<file path="config.mk">
export PLATFORM = sky130hd
export DESIGN_NAME = lcd_rx_monitor_flat
export DESIGN_NICKNAME = d
export VERILOG_FILES = /design/src/rtl/lcd_rx_monitor_if.sv /design/src/rtl/lcd_rx_monitor.sv /design/src/flat_wrapper.sv
export SDC_FILE = /design/constraint.sdc
export NUM_CORES = 1
export LEC_CHECK = 0
export CAP_MARGIN = 20
export CORE_AREA = 2 2 148 78
export CTS_BUF_LIST = sky130_fd_sc_hd__clkbuf_2 sky130_fd_sc_hd__clkbuf_4 sky130_fd_sc_hd__clkbuf_8
export CTS_CLUSTER_SIZE = 28
export DETAILED_ROUTE_END_ITERATION = 6
export DIE_AREA = 0 0 150 80
export GPL_ROUTABILITY_DRIVEN = 0
export PLACE_DENSITY_LB_ADDON = 0.15
export RECOVER_POWER = 100
export REMOVE_ABC_BUFFERS = 1
export SYNTH_ARGS = -nofsm -noshare
export SYNTH_HDL_FRONTEND = slang
export SYNTH_SLANG_ARGS = --single-unit
</file>
<file path="constraint.sdc">
create_clock -name sys_clk -period 2.25 [get_ports sys_clk]
set_input_delay 0.45 -clock sys_clk [delete_from_list [all_inputs] [get_ports sys_clk]]
set_output_delay 0.45 -clock sys_clk [all_outputs]
set_load 0.01 [all_outputs]
</file>
<file path="src/rtl/lcd_rx_monitor_if.sv">
// Pixel-bus bundle for lcd_rx_monitor: LCD input side plus pixel stream and frame statistics.
// The master modport drives the LCD bus and observes results; the slave modport is the monitor.
interface lcd_rx_monitor_if;
  logic        lcd_de;
  logic        lcd_hs;
  logic        lcd_vs;
  logic [23:0] lcd_rgb;

  logic        pix_valid;
  logic [11:0] pix_x;
  logic [11:0] pix_y;
  logic [23:0] pix_data;

  logic        frame_done;
  logic [11:0] frame_lines;
  logic [11:0] line_len;
  logic        err_hlen;
  logic        err_vlen;
  logic        err_sync;
  logic [23:0] frame_sum;

  modport master (
    output lcd_de, lcd_hs, lcd_vs, lcd_rgb,
    input  pix_valid, pix_x, pix_y, pix_data,
    input  frame_done, frame_lines, line_len, err_hlen, err_vlen, err_sync, frame_sum
  );

  modport slave (
    input  lcd_de, lcd_hs, lcd_vs, lcd_rgb,
    output pix_valid, pix_x, pix_y, pix_data,
    output frame_done, frame_lines, line_len, err_hlen, err_vlen, err_sync, frame_sum
  );
endinterface

</file>
<file path="src/rtl/lcd_rx_monitor.sv">
// Receive-side monitor for a parallel RGB LCD bus: pixel re-timing plus per-frame geometry checks.
// Optional frame checksum is built when LCD_RX_CHECKSUM_EN is defined; otherwise frame_sum is 0.
module lcd_rx_monitor #(
  parameter int unsigned H_ACTIVE = 800,
  parameter int unsigned V_ACTIVE = 480,
  parameter bit          HS_POL   = 1'b0,
  parameter bit          VS_POL   = 1'b0
) (
  input logic             sys_clk,
  input logic             sys_rst_n,
  lcd_rx_monitor_if.slave bus
);

  localparam logic [0:0]  StWaitVs  = 1'b0;
  localparam logic [0:0]  StInFrame = 1'b1;
  localparam logic [11:0] CntMax    = 12'hFFF;
  localparam logic [11:0] HActive   = 12'(H_ACTIVE);
  localparam logic [11:0] VActive   = 12'(V_ACTIVE);

  logic        de_d1_q, hs_d1_q, vs_d1_q, de_d2_q, vs_d2_q;
  logic [23:0] rgb_d1_q;

  logic [0:0]  state_q, state_d;
  logic [11:0] x_cnt_q, x_cnt_d, y_cnt_q, y_cnt_d;
  logic        hlen_q, hlen_d, sync_q, sync_d;

  logic        pix_valid_q, pix_valid_d;
  logic [11:0] pix_x_q, pix_x_d, pix_y_q, pix_y_d;
  logic [23:0] pix_data_q, pix_data_d;
  logic        frame_done_q, frame_done_d;
  logic [11:0] frame_lines_q, frame_lines_d, line_len_q, line_len_d;
  logic        err_hlen_q, err_hlen_d, err_vlen_q, err_vlen_d, err_sync_q, err_sync_d;

  logic        hs_act, vs_act, vs_prev_act, vs_lead, de_fall, line_close;
  logic        hlen_now, sync_now, frame_end, pix_take;
  logic [11:0] x_inc, y_inc, close_len, lines_now;

  // Sync delay lines reset to their inactive level so release never fakes a VS edge.
  always_ff @(posedge sys_clk or negedge sys_rst_n) begin
    if (!sys_rst_n) begin
      de_d1_q  <= 1'b0;
      hs_d1_q  <= ~HS_POL;
      vs_d1_q  <= ~VS_POL;
      rgb_d1_q <= '0;
      de_d2_q  <= 1'b0;
      vs_d2_q  <= ~VS_POL;
    end else begin
      de_d1_q  <= bus.lcd_de;
      hs_d1_q  <= bus.lcd_hs;
      vs_d1_q  <= bus.lcd_vs;
      rgb_d1_q <= bus.lcd_rgb;
      de_d2_q  <= de_d1_q;
      vs_d2_q  <= vs_d1_q;
    end
  end

  assign hs_act      = (hs_d1_q == HS_POL);
  assign vs_act      = (vs_d1_q == VS_POL);
  assign vs_prev_act = (vs_d2_q == VS_POL);
  assign vs_lead     = vs_act & ~vs_prev_act;
  assign de_fall     = de_d2_q & ~de_d1_q;

  assign x_inc = (x_cnt_q == CntMax) ? CntMax : x_cnt_q + 12'd1;
  assign y_inc = (y_cnt_q == CntMax) ? CntMax : y_cnt_q + 12'd1;

  // A line still open at the VS edge is closed including the pixel sampled on that edge.
  assign line_close = de_fall | (vs_lead & de_d1_q);
  assign close_len  = de_d1_q ? x_inc : x_cnt_q;
  assign lines_now  = line_close ? y_inc : y_cnt_q;
  assign hlen_now   = hlen_q | (line_close & (close_len != HActive));
  assign sync_now   = sync_q | (de_d1_q & (hs_act | vs_act));
  assign frame_end  = (state_q == StInFrame) & vs_lead;
  assign pix_take   = (state_q == StInFrame) & de_d1_q;

  always_comb begin
    state_d       = state_q;
    x_cnt_d       = x_cnt_q;
    y_cnt_d       = y_cnt_q;
    hlen_d        = hlen_q;
    sync_d        = sync_q;
    pix_valid_d   = 1'b0;
    pix_x_d       = pix_x_q;
    pix_y_d       = pix_y_q;
    pix_data_d    = pix_data_q;
    frame_done_d  = 1'b0;
    frame_lines_d = frame_lines_q;
    line_len_d    = line_len_q;
    err_hlen_d    = err_hlen_q;
    err_vlen_d    = err_vlen_q;
    err_sync_d    = err_sync_q;

    unique case (state_q)
      StWaitVs: begin
        x_cnt_d = '0;
        y_cnt_d = '0;
        hlen_d  = 1'b0;
        sync_d  = 1'b0;
        if (vs_lead) state_d = StInFrame;
      end
      StInFrame: begin
        hlen_d = hlen_now;
        sync_d = sync_now;
        if (de_d1_q) begin
          pix_valid_d = 1'b1;
          pix_x_d     = x_cnt_q;
          pix_y_d     = y_cnt_q;
          pix_data_d  = rgb_d1_q;
          x_cnt_d     = x_inc;
        end
        if (line_close) begin
          line_len_d = close_len;
          x_cnt_d    = '0;
          y_cnt_d    = y_inc;
        end
        if (vs_lead) begin
          frame_done_d  = 1'b1;
          frame_lines_d = lines_now;
          err_hlen_d    = hlen_now;
          err_vlen_d    = (lines_now != VActive);
          err_sync_d    = sync_now;
          y_cnt_d       = '0;
          hlen_d        = 1'b0;
          sync_d        = 1'b0;
        end
      end
      default: state_d = StWaitVs;
    endcase
  end

  always_ff @(posedge sys_clk or negedge sys_rst_n) begin
    if (!sys_rst_n) begin
      state_q       <= StWaitVs;
      x_cnt_q       <= '0;
      y_cnt_q       <= '0;
      hlen_q        <= 1'b0;
      sync_q        <= 1'b0;
      pix_valid_q   <= 1'b0;
      pix_x_q       <= '0;
      pix_y_q       <= '0;
      pix_data_q    <= '0;
      frame_done_q  <= 1'b0;
      frame_lines_q <= '0;
      line_len_q    <= '0;
      err_hlen_q    <= 1'b0;
      err_vlen_q    <= 1'b0;
      err_sync_q    <= 1'b0;
    end else begin
      state_q       <= state_d;
      x_cnt_q       <= x_cnt_d;
      y_cnt_q       <= y_cnt_d;
      hlen_q        <= hlen_d;
      sync_q        <= sync_d;
      pix_valid_q   <= pix_valid_d;
      pix_x_q       <= pix_x_d;
      pix_y_q       <= pix_y_d;
      pix_data_q    <= pix_data_d;
      frame_done_q  <= frame_done_d;
      frame_lines_q <= frame_lines_d;
      line_len_q    <= line_len_d;
      err_hlen_q    <= err_hlen_d;
      err_vlen_q    <= err_vlen_d;
      err_sync_q    <= err_sync_d;
    end
  end

  assign bus.pix_valid   = pix_valid_q;
  assign bus.pix_x       = pix_x_q;
  assign bus.pix_y       = pix_y_q;
  assign bus.pix_data    = pix_data_q;
  assign bus.frame_done  = frame_done_q;
  assign bus.frame_lines = frame_lines_q;
  assign bus.line_len    = line_len_q;
  assign bus.err_hlen    = err_hlen_q;
  assign bus.err_vlen    = err_vlen_q;
  assign bus.err_sync    = err_sync_q;

`ifdef LCD_RX_CHECKSUM_EN
  logic [23:0] sum_q, sum_d, sum_now, frame_sum_q, frame_sum_d;

  assign sum_now = sum_q + (pix_take ? rgb_d1_q : 24'd0);

  always_comb begin
    sum_d       = sum_q;
    frame_sum_d = frame_sum_q;
    if (state_q == StWaitVs) begin
      sum_d = '0;
    end else if (frame_end) begin
      frame_sum_d = sum_now;
      sum_d       = '0;
    end else begin
      sum_d = sum_now;
    end
  end

  always_ff @(posedge sys_clk or negedge sys_rst_n) begin
    if (!sys_rst_n) begin
      sum_q       <= '0;
      frame_sum_q <= '0;
    end else begin
      sum_q       <= sum_d;
      frame_sum_q <= frame_sum_d;
    end
  end

  assign bus.frame_sum = frame_sum_q;
`else
  assign bus.frame_sum = '0;
`endif

endmodule

</file>
<file path="src/flat_wrapper.sv">
// flat-port wrapper written by rule: the top's interface ports become plain ports
module lcd_rx_monitor_flat 
#(
  parameter int unsigned H_ACTIVE = 800,
  parameter int unsigned V_ACTIVE = 480,
  parameter bit          HS_POL   = 1'b0,
  parameter bit          VS_POL   = 1'b0
)
  (sys_clk, sys_rst_n, bus_lcd_de, bus_lcd_hs, bus_lcd_vs, bus_lcd_rgb, bus_pix_valid, bus_pix_x, bus_pix_y, bus_pix_data, bus_frame_done, bus_frame_lines, bus_line_len, bus_err_hlen, bus_err_vlen, bus_err_sync, bus_frame_sum);
  lcd_rx_monitor_if bus_i ();
  input logic sys_clk;
  input logic sys_rst_n;
  input wire logic [$bits(bus_i.lcd_de)-1:0] bus_lcd_de;
  input wire logic [$bits(bus_i.lcd_hs)-1:0] bus_lcd_hs;
  input wire logic [$bits(bus_i.lcd_vs)-1:0] bus_lcd_vs;
  input wire logic [$bits(bus_i.lcd_rgb)-1:0] bus_lcd_rgb;
  output wire logic [$bits(bus_i.pix_valid)-1:0] bus_pix_valid;
  output wire logic [$bits(bus_i.pix_x)-1:0] bus_pix_x;
  output wire logic [$bits(bus_i.pix_y)-1:0] bus_pix_y;
  output wire logic [$bits(bus_i.pix_data)-1:0] bus_pix_data;
  output wire logic [$bits(bus_i.frame_done)-1:0] bus_frame_done;
  output wire logic [$bits(bus_i.frame_lines)-1:0] bus_frame_lines;
  output wire logic [$bits(bus_i.line_len)-1:0] bus_line_len;
  output wire logic [$bits(bus_i.err_hlen)-1:0] bus_err_hlen;
  output wire logic [$bits(bus_i.err_vlen)-1:0] bus_err_vlen;
  output wire logic [$bits(bus_i.err_sync)-1:0] bus_err_sync;
  output wire logic [$bits(bus_i.frame_sum)-1:0] bus_frame_sum;
  assign bus_i.lcd_de = bus_lcd_de;
  assign bus_i.lcd_hs = bus_lcd_hs;
  assign bus_i.lcd_vs = bus_lcd_vs;
  assign bus_i.lcd_rgb = bus_lcd_rgb;
  assign bus_pix_valid = bus_i.pix_valid;
  assign bus_pix_x = bus_i.pix_x;
  assign bus_pix_y = bus_i.pix_y;
  assign bus_pix_data = bus_i.pix_data;
  assign bus_frame_done = bus_i.frame_done;
  assign bus_frame_lines = bus_i.frame_lines;
  assign bus_line_len = bus_i.line_len;
  assign bus_err_hlen = bus_i.err_hlen;
  assign bus_err_vlen = bus_i.err_vlen;
  assign bus_err_sync = bus_i.err_sync;
  assign bus_frame_sum = bus_i.frame_sum;
  lcd_rx_monitor #(.H_ACTIVE(H_ACTIVE), .V_ACTIVE(V_ACTIVE), .HS_POL(HS_POL), .VS_POL(VS_POL)) u_core (.sys_clk(sys_clk), .sys_rst_n(sys_rst_n), .bus(bus_i));
endmodule
</file>
==> impl_metrics.csv <==
group,metric,value,unit
power_and_ir_drop,fin_total_pwr,5.58,mW
cells_and_area,instances_no_fill,726,
die,floorplan.initialDensity,50.0,%
synth,predominant_post_synthesis_flop_cell,"sky130_fd_sc_hd__dfrtp_1",
critical_path,worstPathRequired,2.56,ns
die,die-area,12000,sq um
detailed_routing,drcViolationCount,0,
clock_network,clk_pin_slew,0.08,ns
power_and_ir_drop,pwr_cell_area,805,nW/um^2
grt,grt_max_degree,62,
die,design.portCount,130,
critical_path,critical_path_source,"u_core.y_cnt_q[1]",
clock_network,clock_path_buffers,2,
detailed_routing,detail_route.wirelength,11300,microns
timing,post_layout_minimum_cycle_time,2.11,ns
synth,synth_seq_cells,133,
placement,place_hpwl,7800,microns
timing,timing.final.max_slew_violations,0,
grt,initial_antenna_violation_count,3,
critical_path,worst-endpoint-arrival,2.43,ns
clock_network,clock_latency,0.43,ns
power_and_ir_drop,ir_drop,0.441,mV
detailed_routing,firstDrtPassIters,5,
timing,tns,0,ns
die,die_x,150,microns
detailed_routing,drt-vias-per-instance,5.00,
placement,buffer_ports.inserted,105,
cells_and_area,most-common-layout-cells,"sky130_fd_sc_hd__dfrtp_1, sky130_fd_sc_hd__dlygate4sd3_1, sky130_fd_sc_hd__nand2_1, sky130_fd_sc_hd__mux2_2, sky130_fd_sc_hd__nor2_1",
timing,hold_viol,0,
cells_and_area,most_common_cell_after_layout_fill_and_taps_aside,"sky130_fd_sc_hd__dfrtp_1",
die,vertical_die_dimension,80,microns
synth,yosysSeqAreaShare,62.4,%
critical_path,r2r-start,"u_core.y_cnt_q[1]",
synth,synth_async_sr_flop_share,100,%
die,placement_rows,27,
grt,grt-ovfl-total,0,
synth,synth_top_cell_by_area,"sky130_fd_sc_hd__dfrtp_1",
job,cap_viol_max_count,0,
cells_and_area,area_growth,29.8,%
outcome,status,"finished, final reports clean",
grt,grt_pass1_vias,3491,
timing,worst-slew-pin-transition,1.00,ns
clock_network,numCtsBuffers,17,
synth,syn_area,5340,sq um
timing,rsz0062_at_grt,"no",
critical_path,critical_path.endpoint_type,"flop",
timing,fin_ws,0.135,ns
grt,globalRouteTotalUtil,20.1,%
detailed_routing,dr.first_iter.drc_count,264,
detailed_routing,total_number_of_vias,3629,
clock_network,tritoncts,"done",
synth,synth_top_cells_by_area,"sky130_fd_sc_hd__dfrtp_1, sky130_fd_sc_hd__mux2_2, sky130_fd_sc_hd__buf_4",
critical_path,crit_type,"reg -> reg",
timing,relSlewSlack,33.3,%
power_and_ir_drop,leakagePower,3.29,nW
critical_path,worst-path-max-fanout,7,
critical_path,crit_path_start_kind,"flop",
timing,final.setup_skew,0.00976,ns
clock_network,clock_sinks,133,
timing,maxClockFrequency,473,MHz
synth,yosysUniqueCellTypes,46,
timing,finalSetupViolations,0,
synth,synth_enable_flop_cells,0,
die,fp.coreArea,10700,sq um
synth,syn-mean-instance-area,11.8,sq um
cells_and_area,proportion_of_layout_cells_with_a_drive_suffix_above_1,17.8,%
detailed_routing,routed_wire_length_per_instance,15.5,microns
min_path,hold_path_startpoint,"u_core.vs_d1_q",
synth,synth_top_cell_area_share,60.9,%
clock_network,cts.htree.levels,4,
synth,synthCells,451,
placement,place.detailed.instances,690,
min_path,min_path_type,"reg -> reg",
timing,post-route-period-util,94.0,%
cells_and_area,nets,596,
detailed_routing,post_drt_antenna_nets,0,
clock_network,post-cts-setup-buffers,0,
synth,ys.warnings.count,0,
placement,place_ws,0.0784,ns
grt,grt_first_pass_wirelength,18000,microns
clock_network,cts_root_buf,"sky130_fd_sc_hd__clkbuf_8",
==> power breakdown <==
part | switching, mW | internal (mW) | total, mW
Sequential | 0.111 | 2.56 | 2.67
Clock | 0.963 | 1.25 | 2.21
Combinational | 0.354 | 0.339 | 0.693
==> cells in the mapped netlist (all sizes together), types with 3 or more instances <==
library cell / n
dfstp: 3
nor3: 4
o21ai: 36
nand4: 6
a31oi: 5
mux2: 48
inv: 10
or2: 3
a21oi: 7
mux2i: 4
nor2: 45
nand2: 48
nor2b: 3
and4: 3
clkbuf: 12
xor2: 7
nand3: 13
dfrtp: 130
buf: 33
nor3b: 3
xnor2: 7
==> what timing repair did <==
action / 4_1_cts / 5_1_grt
gates resized for setup: 0 / 3
hold buffers: 1 / 0
endpoints found under the setup margin: 0 / 11
endpoints found under the hold margin: 28 / 0
==> final timing paths <==
check                                             end  slack [ns]  depth (start not counted)
max in group asynchronous         u_core.rgb_d1_q[23]        0.47                          3
min reg2reg                            u_core.vs_d2_q        0.40                          0
min in group asynchronous      u_core.bus.pix_data[6]        0.65                          2
max reg2reg                u_core.bus.frame_lines[10]        0.14                          7
min                                    u_core.vs_d2_q        0.40                          0
max                        u_core.bus.frame_lines[10]        0.14                          7
==> cells by family after synthesis <==
group,after synthesis,share of synthesized area (%)
other,1,0.0702
adders and majority gates,2,0.468
xor gates and xnor gates,14,2.30
and+or+nand+nor,138,12.3
muxes,52,10.9
AOI/OAI and AO/OA,56,5.83
buffers and inverters,55,5.83
DFF,133,62.4
==> worst max-delay path, stage by stage (launching register included) <==
cell,delay (ns)
sky130_fd_sc_hd__dfrtp_1,0.41
sky130_fd_sc_hd__ha_2,0.26
sky130_fd_sc_hd__nand2_1,0.09
sky130_fd_sc_hd__a21o_1,0.25
sky130_fd_sc_hd__or2_4,0.31
sky130_fd_sc_hd__or4_1,0.47
sky130_fd_sc_hd__o21ai_1,0.12
sky130_fd_sc_hd__o21ai_1,0.10
==> area by class of cell <==
cell class / count / area (sq um)
clock buffers: 18 / 248
multi-input cells: 286 / 1790
diodes: 3 / 7.51
well taps: 145 / 181
flip-flops and latches: 133 / 3330
clock inverters: 14 / 199
repair buffers: 117 / 1140
inverters: 10 / 37.5
fillers: 830 / 3740
==> per-layer routing <==
metal	track usage, %	share of wire, %	up-vias
li1	-	-	1719
met1	29.1	48	1741
met2	26.8	40	158
met3	9.20	11	11
met4	6.23	0.95	0
met5	0	0	-
==> registers in the layout, indices dropped and copies added, names as in the netlist, 12 cells and up <==
| signal | count |
|---|---|
| u_core.bus.pix_data | 24 |
| u_core.rgb_d1_q | 24 |
| u_core.bus.frame_lines | 12 |
| u_core.bus.line_len | 12 |
| u_core.bus.pix_x | 12 |
| u_core.bus.pix_y | 12 |
| u_core.x_cnt_q | 12 |
| u_core.y_cnt_q | 12 |
==> metrics by stage <==
step / utilization (%) / cell area, sq um / hold slack (ns)
final: 65.0 / 6930 / 0.405
after global routing: 64.9 / 6930 / 0.416
after CTS: 65.1 / 6950 / 0.387
after detailed placement: 60.8 / 6490 / 0.376
after global placement: 60.8 / 6490 / 0.375
after floorplan: - / 5150 / 0.154
No activity file was read; power rests on OpenSTA's default activity.
